### config.mk
export PLATFORM = sky130hd
export DESIGN_NAME = deinterleaver_flat
export DESIGN_NICKNAME = d
export VERILOG_FILES = /design/src/rtl/wimax_pkg.sv /design/src/rtl/deinterleaver_if.sv /design/src/rtl/deinterleaver_index.sv /design/src/rtl/deinterleaver.sv /design/src/flat_wrapper.sv
export SDC_FILE = /design/constraint.sdc
export NUM_CORES = 1
export LEC_CHECK = 0
export CAP_MARGIN = 20
export CORE_MARGIN = 5
export CORE_UTILIZATION = 40
export DETAILED_ROUTE_END_ITERATION = 8
export GPL_TIMING_DRIVEN = 0
export SLEW_MARGIN = 10
export SYNTH_ARGS = -nofsm -noshare
export SYNTH_HDL_FRONTEND = slang
export SYNTH_HIERARCHICAL = 1
export SYNTH_SLANG_ARGS = --single-unit
### constraint.sdc
create_clock -name clk -period 6.5 [get_ports clk]
set_input_delay 0.975 -clock clk [delete_from_list [all_inputs] [get_ports clk]]
set_output_delay 0.975 -clock clk [all_outputs]
set_load 0.02 [all_outputs]
### src/rtl/wimax_pkg.sv
// Shared 802.16 interleaver constants, bank/index types and the received-position to
// original-index map used by both the interleaver and the deinterleaver.
package wimax_pkg;

    localparam int NCBPS_DEF = 192;
    localparam int NCPC_DEF  = 2;
    localparam int D_DEF     = 16;
    localparam int IDX_W     = $clog2(NCBPS_DEF);

    typedef logic [IDX_W-1:0] idx_t;

    typedef enum logic {
        BANK_A = 1'b0,
        BANK_B = 1'b1
    } bank_e;

    // Two-step inverse permutation: undo the bit rotation inside each s-group, then the
    // row/column write order of the d-column interleaver matrix.
    function automatic int deintIndex(input int j, input int ncbps, input int s, input int d);
        int sEff;
        int m;
        sEff = (s < 1) ? 1 : s;
        m    = sEff * (j / sEff) + ((j + (d * j) / ncbps) % sEff);
        return d * m - (ncbps - 1) * ((d * m) / ncbps);
    endfunction

endpackage

### src/rtl/deinterleaver_if.sv
// Bit-serial handshake bundle: demapper -> deinterleaver -> FEC decoder.
interface deinterleaver_if #(
    parameter int Ncbps = wimax_pkg::NCBPS_DEF
);
    logic                     valid_demod;
    logic                     data_in;
    logic                     ready_fec;
    logic                     ready_deinterleaver;
    logic                     valid_deinterleaver;
    logic                     data_out;
    logic [$clog2(Ncbps)-1:0] data_out_index;

    modport master (
        output valid_demod, data_in, ready_fec,
        input  ready_deinterleaver, valid_deinterleaver, data_out, data_out_index
    );

    modport slave (
        input  valid_demod, data_in, ready_fec,
        output ready_deinterleaver, valid_deinterleaver, data_out, data_out_index
    );
endinterface

### src/rtl/deinterleaver_index.sv
// Combinational map from received block position j to original coded-bit index k.
module deinterleaver_index import wimax_pkg::*; #(
    parameter int  Ncbps = NCBPS_DEF,
    parameter int  s     = 1,
    parameter int  d     = D_DEF,
    localparam int IW    = $clog2(Ncbps)
) (
    input  logic [IW-1:0] i_j,
    output logic [IW-1:0] o_k
);

    always_comb begin
        o_k = IW'(deintIndex(int'(i_j), Ncbps, s, d));
    end

endmodule

### src/rtl/deinterleaver.sv
// Ping-pong block deinterleaver: one bank is filled at permuted positions while the other
// drains in original index order, giving one bit per cycle in and out.
module deinterleaver import wimax_pkg::*; #(
    parameter int  Ncbps = NCBPS_DEF,
    parameter int  Ncpc  = NCPC_DEF,
    parameter int  s     = Ncpc / 2,
    parameter int  d     = D_DEF,
    localparam int IW    = $clog2(Ncbps)
) (
    input logic            clk,
    input logic            resetN,
    deinterleaver_if.slave bus
);

    localparam logic [IW-1:0] LAST = IW'(Ncbps - 1);

    logic [IW-1:0]    r_wrCnt;
    logic [IW-1:0]    r_rdCnt;
    bank_e            r_wrBank;
    bank_e            r_rdBank;
    logic [1:0]       r_full;
    logic [Ncbps-1:0] r_bank [2];

    logic [IW-1:0]    w_k;
    logic             w_wrSel;
    logic             w_rdSel;
    logic             w_valid;
    logic             w_wrAcc;
    logic             w_rdAcc;
    logic             w_wrDone;
    logic             w_rdDone;
    logic [1:0]       w_setFull;
    logic [1:0]       w_clrFull;

    assign w_wrSel  = (r_wrBank == BANK_B);
    assign w_rdSel  = (r_rdBank == BANK_B);
    assign w_valid  = r_full[w_rdSel];
    assign w_wrAcc  = bus.valid_demod && !r_full[w_wrSel];
    assign w_rdAcc  = w_valid && bus.ready_fec;
    assign w_wrDone = w_wrAcc && (r_wrCnt == LAST);
    assign w_rdDone = w_rdAcc && (r_rdCnt == LAST);

    // A bank cannot complete a write and a read at once (write needs it empty, read needs
    // it full), so set and clear never collide on the same flag.
    assign w_setFull = {w_wrDone && w_wrSel, w_wrDone && !w_wrSel};
    assign w_clrFull = {w_rdDone && w_rdSel, w_rdDone && !w_rdSel};

    deinterleaver_index #(
        .Ncbps (Ncbps),
        .s     (s),
        .d     (d)
    ) u_index (
        .i_j (r_wrCnt),
        .o_k (w_k)
    );

    always_ff @(posedge clk or negedge resetN) begin
        if (!resetN) begin
            r_wrCnt  <= '0;
            r_rdCnt  <= '0;
            r_wrBank <= BANK_A;
            r_rdBank <= BANK_A;
            r_full   <= 2'b00;
        end else begin
            if (w_wrAcc) begin
                r_wrCnt <= w_wrDone ? '0 : r_wrCnt + IW'(1);
            end
            if (w_wrDone) begin
                r_wrBank <= (r_wrBank == BANK_A) ? BANK_B : BANK_A;
            end
            if (w_rdAcc) begin
                r_rdCnt <= w_rdDone ? '0 : r_rdCnt + IW'(1);
            end
            if (w_rdDone) begin
                r_rdBank <= (r_rdBank == BANK_A) ? BANK_B : BANK_A;
            end
            r_full <= (r_full | w_setFull) & ~w_clrFull;
        end
    end

    // Storage is deliberately left out of reset; the full flags decide what is meaningful.
    always_ff @(posedge clk) begin
        if (w_wrAcc) begin
            r_bank[w_wrSel][w_k] <= bus.data_in;
        end
    end

    assign bus.ready_deinterleaver = !r_full[w_wrSel];
    assign bus.valid_deinterleaver = w_valid;
    assign bus.data_out            = w_valid && r_bank[w_rdSel][r_rdCnt];
    assign bus.data_out_index      = r_rdCnt;

endmodule
### src/flat_wrapper.sv
// flat-port wrapper written by rule: the top's interface ports become plain ports
module deinterleaver_flat import wimax_pkg::*;
#(
    parameter int  Ncbps = NCBPS_DEF,
    parameter int  Ncpc  = NCPC_DEF,
    parameter int  s     = Ncpc / 2,
    parameter int  d     = D_DEF,
    localparam int IW    = $clog2(Ncbps)
)
  (clk, resetN, bus_valid_demod, bus_data_in, bus_ready_fec, bus_ready_deinterleaver, bus_valid_deinterleaver, bus_data_out, bus_data_out_index);
  deinterleaver_if #(.Ncbps(Ncbps)) bus_i ();
  input logic clk;
  input logic resetN;
  input wire logic [$bits(bus_i.valid_demod)-1:0] bus_valid_demod;
  input wire logic [$bits(bus_i.data_in)-1:0] bus_data_in;
  input wire logic [$bits(bus_i.ready_fec)-1:0] bus_ready_fec;
  output wire logic [$bits(bus_i.ready_deinterleaver)-1:0] bus_ready_deinterleaver;
  output wire logic [$bits(bus_i.valid_deinterleaver)-1:0] bus_valid_deinterleaver;
  output wire logic [$bits(bus_i.data_out)-1:0] bus_data_out;
  output wire logic [$bits(bus_i.data_out_index)-1:0] bus_data_out_index;
  assign bus_i.valid_demod = bus_valid_demod;
  assign bus_i.data_in = bus_data_in;
  assign bus_i.ready_fec = bus_ready_fec;
  assign bus_ready_deinterleaver = bus_i.ready_deinterleaver;
  assign bus_valid_deinterleaver = bus_i.valid_deinterleaver;
  assign bus_data_out = bus_i.data_out;
  assign bus_data_out_index = bus_i.data_out_index;
  deinterleaver #(.Ncbps(Ncbps), .Ncpc(Ncpc), .s(s), .d(d)) u_core (.clk(clk), .resetN(resetN), .bus(bus_i));
endmodule
==> impl_metrics.ini, run 1 <==
[outcome]
status = finished with violations
violations = negative setup slack

[drt]
vias_per_cell = 5.84
drt_iter0_drc = 1472
drt-met1-wl_mm = 21.6
top_layer_used = met4
dr_wl_met2_mm = 27.5
drc = 0
wl_per_cell_um = 26.0
vias = 12600
drt_first_pass_iters = 7
routed-wl-met3_mm = 5.06
ant_nets = 0
totalWireLength_mm = 56.0

[worst_hold_path]
whs_endpoint = u_core/r_wrCnt[1]
hold_path.class = reg2reg
hold-path-cell-count = 2
hp-start = u_core/r_wrCnt[1]

[floorplanning]
dieWidth_um = 226
core_area_um2 = 46500
num_rows = 79
ios = 16
start_util_pct = 40.3
fp.dieH_um = 226
die_area_um2 = 51200

[cells_and_area]
area_growth_syn_to_layout_pct = 25.2
drive_gt1_share_pct = 31.5
final_nets = 1545
antennaDiodeCount = 0
finalCoreUtilization_pct = 50.4

[synth]
synth-edff-count = 384
syn_area_um2 = 18700
synthFlopType = edfxtp_1
syn_inst = 1377
yosysTopAreaCellShare_pct = 61.6
async_flop_share_pct = 4.95
yosys_warnings = 6
synth.most_common_cell = nor2_1
yosys-top-cells-count = nor2_1 (403), edfxtp_1 (384), mux4_2 (81)
ys_seq_area_share_pct = 64.3
synth_cell_type_count = 71
synth.area.top_cells = edfxtp_1 (62%), mux4_2 (9.7%), nor2_1 (8.1%)
ys_seq_elements = 404
syn_avg_cell_area_um2 = 13.6
syn_nets = 1410
yosys.area.top_type = edfxtp_1

[placed_design]
pre_cts_ws_ns = -1.03
routabilityCongestion = 0.870
hpwl_mm = 34.7
portBuffers = 15

[timing]
skew_ns = 0.0257
slew_headroom_pct = 10.0
period_needed_ns = 6.54
tns_ns = -0.875
finalSetupViolCount = 52
clock.fmax_mhz = 153
worst_slew_pin_slew_ns = 1.35
drv_slew = 0
rsz0062_at_grt = yes
period_share_pct = 101
hold_violations = 0
fin_ws_ns = -0.0439

[global_route]
grt_pass1_wl_mm = 79.8
grt-ovfl-total = 0
grt_pass1_vias = 12100
gr-usage-all-layers_pct = 21.3
grt_max_degree = 170
antenna_found_initial = 0

[critical_path]
r2r-end = u_core/r_bank[1][143]
r2r_start = u_core/r_wrCnt[6]
required_ns = 6.77
critPathMaxFanout = 6
crit_type = reg2reg
cp.arrival_ns = 6.81
crit_path_end_kind = register
r2r_setup_slack_ns = -0.04
worst_r2r_path_depth = 27
start_kind = register

[cts]
cts.sinks = 404
cts_buffers = 43
path_clk_slew_ns = 0.06
htree_levels = 2
clockRootBuffer = clkbuf_16
clock_path_buffers = 3
cts_tree = yes
clock_latency_ns = 0.58

[run]
max-cap-violations = 0
==> how the worst max path moves through the flow <==
stage | start | to
floorplan | u_core/r_wrCnt[6] | u_core/r_bank[1][135]
global placement | bus_data_in | u_core/r_bank[0][34]
detailed placement | u_core/r_wrCnt[6] | u_core/r_bank[1][187]
CTS | u_core/r_wrCnt[6] | u_core/r_bank[1][55]
global route | u_core/r_wrCnt[6] | u_core/r_bank[0][31]
finish | u_core/r_wrCnt[6] | u_core/r_bank[1][143]
==> cells in the final DEF (no fill, tap or decap), types with 8 or more instances in the layout <==
cell type	n
mux4_2	81
nand2_4	9
edfxtp_1	384
nand2_2	8
nor2b_1	8
buf_6	24
o21ai_0	13
nand2_1	51
clkbuf_16	54
nor2_4	107
a21oi_1	19
clkbuf_1	60
nor2_1	262
nor2_2	34
fa_1	9
ha_1	15
dfrtp_1	19
clkbuf_8	8
nor3_1	14
buf_2	17
mux2i_1	32
xnor2_1	15
inv_1	29
clkdlybuf4s50_1	14
buf_4	56
buf_8	15
==> what timing repair did <==
| item | CTS | global route |
|---|---|---|
| setup endpoints to repair | 384 | 349 |
| setup buffers | 40 | 20 |
| hold buffers | 0 | 0 |
| resized for setup | 119 | 308 |
| pin swaps | 16 | 30 |
| gates cloned | 9 | 4 |
==> cell type report <==
class	instances	area, µm²
clock inverters	14	138
repair buffers	91	985
fillers	3939	23000
clock buffers	66	1250
well taps	607	759
multi-input cells	832	7330
flip-flops and latches	404	12000
inverters	36	135
plain buffers	104	805
==> metrics by stage <==
step | std cells | instance area, µm² | hold slack, ns
2_1_floorplan | 1377 | 18900 | 0.496
3_3_place_gp | 1999 | 19800 | 0.529
3_5_place_dp | 2002 | 19800 | 0.538
4_1_cts | 2129 | 22100 | 0.550
5_1_grt | 2154 | 23400 | 0.568
6_report | 2154 | 23400 | 0.551
==> state kept, by name (all words and copies together) (netlist names) <==
signal                     count
u_core/bus.data_out_index      8
u_core/r_bank                384
u_core/r_full                  2
u_core/r_rdBank                1
u_core/r_wrBank                1
u_core/r_wrCnt                 8
==> worst max-delay path, cell delays in order, from the launching register on <==
cell,delay [ns]
dfrtp_2,0.42
buf_6,0.13
ha_4,0.26
and2b_2,0.26
a21o_1,0.21
a221oi_4,0.28
a222oi_1,0.16
o21ai_2,0.25
inv_2,0.07
fa_2,0.35
inv_2,0.07
fa_1,0.42
ha_1,0.31
inv_2,0.04
fa_1,0.47
inv_1,0.05
fa_1,0.51
inv_2,0.05
ha_4,0.28
nand2_2,0.06
o21ai_2,0.20
xnor2_2,0.12
xnor2_2,0.38
nor3b_4,0.26
buf_6,0.22
nand2_8,0.10
clkbuf_16,0.22
nor2_2,0.08
==> metal layers <==
metal  GRT usage (%)  vias up
met5               0        -
met4            6.97        0
met3            4.78      112
met2            34.4      618
met1            28.9     6513
li1                -     5332
==> cells by family after synthesis <==
group	count (synthesis)	share of synthesized area, %
AND/OR/NAND/NOR	546	12.0
flip-flops	404	64.3
buffers and inverters	141	3.36
multiplexers	123	12.6
AO/OA/AOI/OAI	112	4.42
adder cells (fa/ha/maj)	28	2.27
XOR/XNOR	23	1.08
Power of run 1 is not shown: default switching activity piles up to over one toggle a cycle in this logic, so the estimate is an artifact.
==> inputs of run 2 (changes only) <==
SLEW_MARGIN = 20   (was 10)
==> impl_metrics.ini, run 2 (synthesis results as in run 1) <==
[outcome]
status = finished with violations
violations = negative setup slack

[cts]
cts_buffers = 43
cts_tree = yes
path_clk_slew_ns = 0.06
clockRootBuffer = clkbuf_16
clock_path_buffers = 3
clock_latency_ns = 0.57
cts.sinks = 404
htree_levels = 2

[global_route]
grt_pass1_vias = 12200
gr-usage-all-layers_pct = 20.9
grt_use_met1_pct = 29.0
grt_use_met2_pct = 34.0
antenna_found_initial = 0
grt_use_met3_pct = 3.65
grt-ovfl-total = 0
grt-busiest-layer = met2
grt_pass1_wl_mm = 79.0
grt_max_degree = 158

[cells_and_area]
antennaDiodeCount = 0
area_growth_syn_to_layout_pct = 23.7
stdcell_count = 2145
multi_input_area_um2 = 7170
largest_reg_flops = 384
n_fill_cell = 3993
drive_gt1_share_pct = 30.1
final_area_um2 = 23200
layout_commonest_cell = edfxtp_1
final_nets = 1539
final_cell_mix = edfxtp_1 (384), nor2_1 (282), nor2_4 (81), mux4_2 (81), clkbuf_1 (56)
register_area_um2 = 12000
finalCoreUtilization_pct = 49.9
regMostFlops = u_core/r_bank

[drt]
drt_first_pass_iters = 5
wl_per_cell_um = 25.9
totalWireLength_mm = 55.5
vias = 12600
drc = 0
vias_per_cell = 5.88
ant_nets = 0
drt_iter0_drc = 1372

[timing]
skew_ns = 0.0203
clock.fmax_mhz = 153
period_share_pct = 100
hold_violations = 0
fin_ws_ns = -0.0271
finalSetupViolCount = 20
slew_headroom_pct = 10.6
rsz0062_at_grt = yes
drv_slew = 0
worst_slew_pin_slew_ns = 1.34
period_needed_ns = 6.53

[floorplanning]
start_util_pct = 40.3
dieWidth_um = 226
core_area_um2 = 46500
num_rows = 79
die_area_um2 = 51200
ios = 16
fp.dieH_um = 226

[placed_design]
hpwl_mm = 34.6
routabilityCongestion = 0.870
portBuffers = 15
pre_cts_ws_ns = -1.04
place_area_um2 = 19800
dp_cells = 2001

[critical_path]
r2r-end = u_core/r_bank[1][135]
r2r_start = u_core/r_wrCnt[6]
r2r_setup_slack_ns = -0.03
critPathMaxFanout = 5
crit_type = reg2reg
required_ns = 6.77
start_kind = register
cp.arrival_ns = 6.79
cp_slowest_stage_delay_ns = 0.50
worst_r2r_path_depth = 28
crit_slowest_cell = fa_1
crit_path_end_kind = register

[worst_hold_path]
hold_path.class = in2async

[run]
max-cap-violations = 0
## run 2: changes by cell type in the layout (fill, tap and decap cells not counted), moves of 2 or more
| cell | change |
|---|---|
| nor2_4 | -26 |
| clkbuf_16 | -2 |
| nor2_2 | +6 |
| clkinv_1 | +4 |
| buf_8 | +2 |
| buf_2 | +2 |
| nor2_1 | +20 |
| nand2_8 | +2 |
| clkinv_2 | +4 |
| clkbuf_8 | -6 |
| clkbuf_1 | -4 |
| buf_4 | -5 |
## run 2: how the worst max path moves through the flow
stage,start,end,depth (start not counted),slack (ns)
final,u_core/r_wrCnt[6],u_core/r_bank[1][135],28,-0.03
after global routing,u_core/r_wrCnt[6],u_core/r_bank[0][141],28,-0.25
after CTS,u_core/r_wrCnt[6],u_core/r_bank[0][121],31,0.02
after detailed placement,u_core/r_wrCnt[6],u_core/r_bank[1][187],27,-1.04
after global placement,bus_data_in,u_core/r_bank[0][34],1,-4.57
after floorplan,u_core/r_wrCnt[6],u_core/r_bank[1][135],27,0.006
## run 2: layout make-up
type	count	area share [%]
Buffer	104	3.29
Multi-Input combinational cell	832	31.0
Timing Repair Buffer	85	4.22
Clock inverter	21	0.767
Inverter	36	0.583
Sequential cell	404	51.9
Clock buffer	56	4.94
Tap cell	607	3.28
## run 2: timing repair
item / 4_1_cts / 5_1_grt
pin swaps: 14 / 16
buffers inserted: 35 / 24
gates cloned: 4 / 5
endpoints found under the setup margin: 384 / 376
resized for setup: 89 / 303
hold buffers: 0 / 0
## run 2: through the flow
| step | hold WS, ns | TNS, ns |
|---|---|---|
| 5_1_grt | 0.409 | -27.71 |
| 3_5_place_dp | 0.545 | -281.05 |
| 2_1_floorplan | 0.496 | 0 |
| 4_1_cts | 0.557 | 0 |
| 3_3_place_gp | 0.529 | -1984.02 |
| 6_report | 0.390 | -0.265 |
## run 2: routing by layer
| metal | vias up | share of wire [%] |
|---|---|---|
| met5 | - | 0 |
| met4 | 0 | 3.8 |
| met3 | 125 | 8.4 |
| li1 | 5318 | - |
| met2 | 626 | 48 |
| met1 | 6553 | 40 |
## run 2: worst max-delay path: cells and delay by family (launching register included)
kind            cells  cell delay, ns
fa+ha+maj           7            2.54
compound gates      6            1.12
buf+inv             9            1.06
simple gates        4            0.64
xor+xnor            2            0.47
flops               1            0.42
Power of run 2 is left out for the same reason.
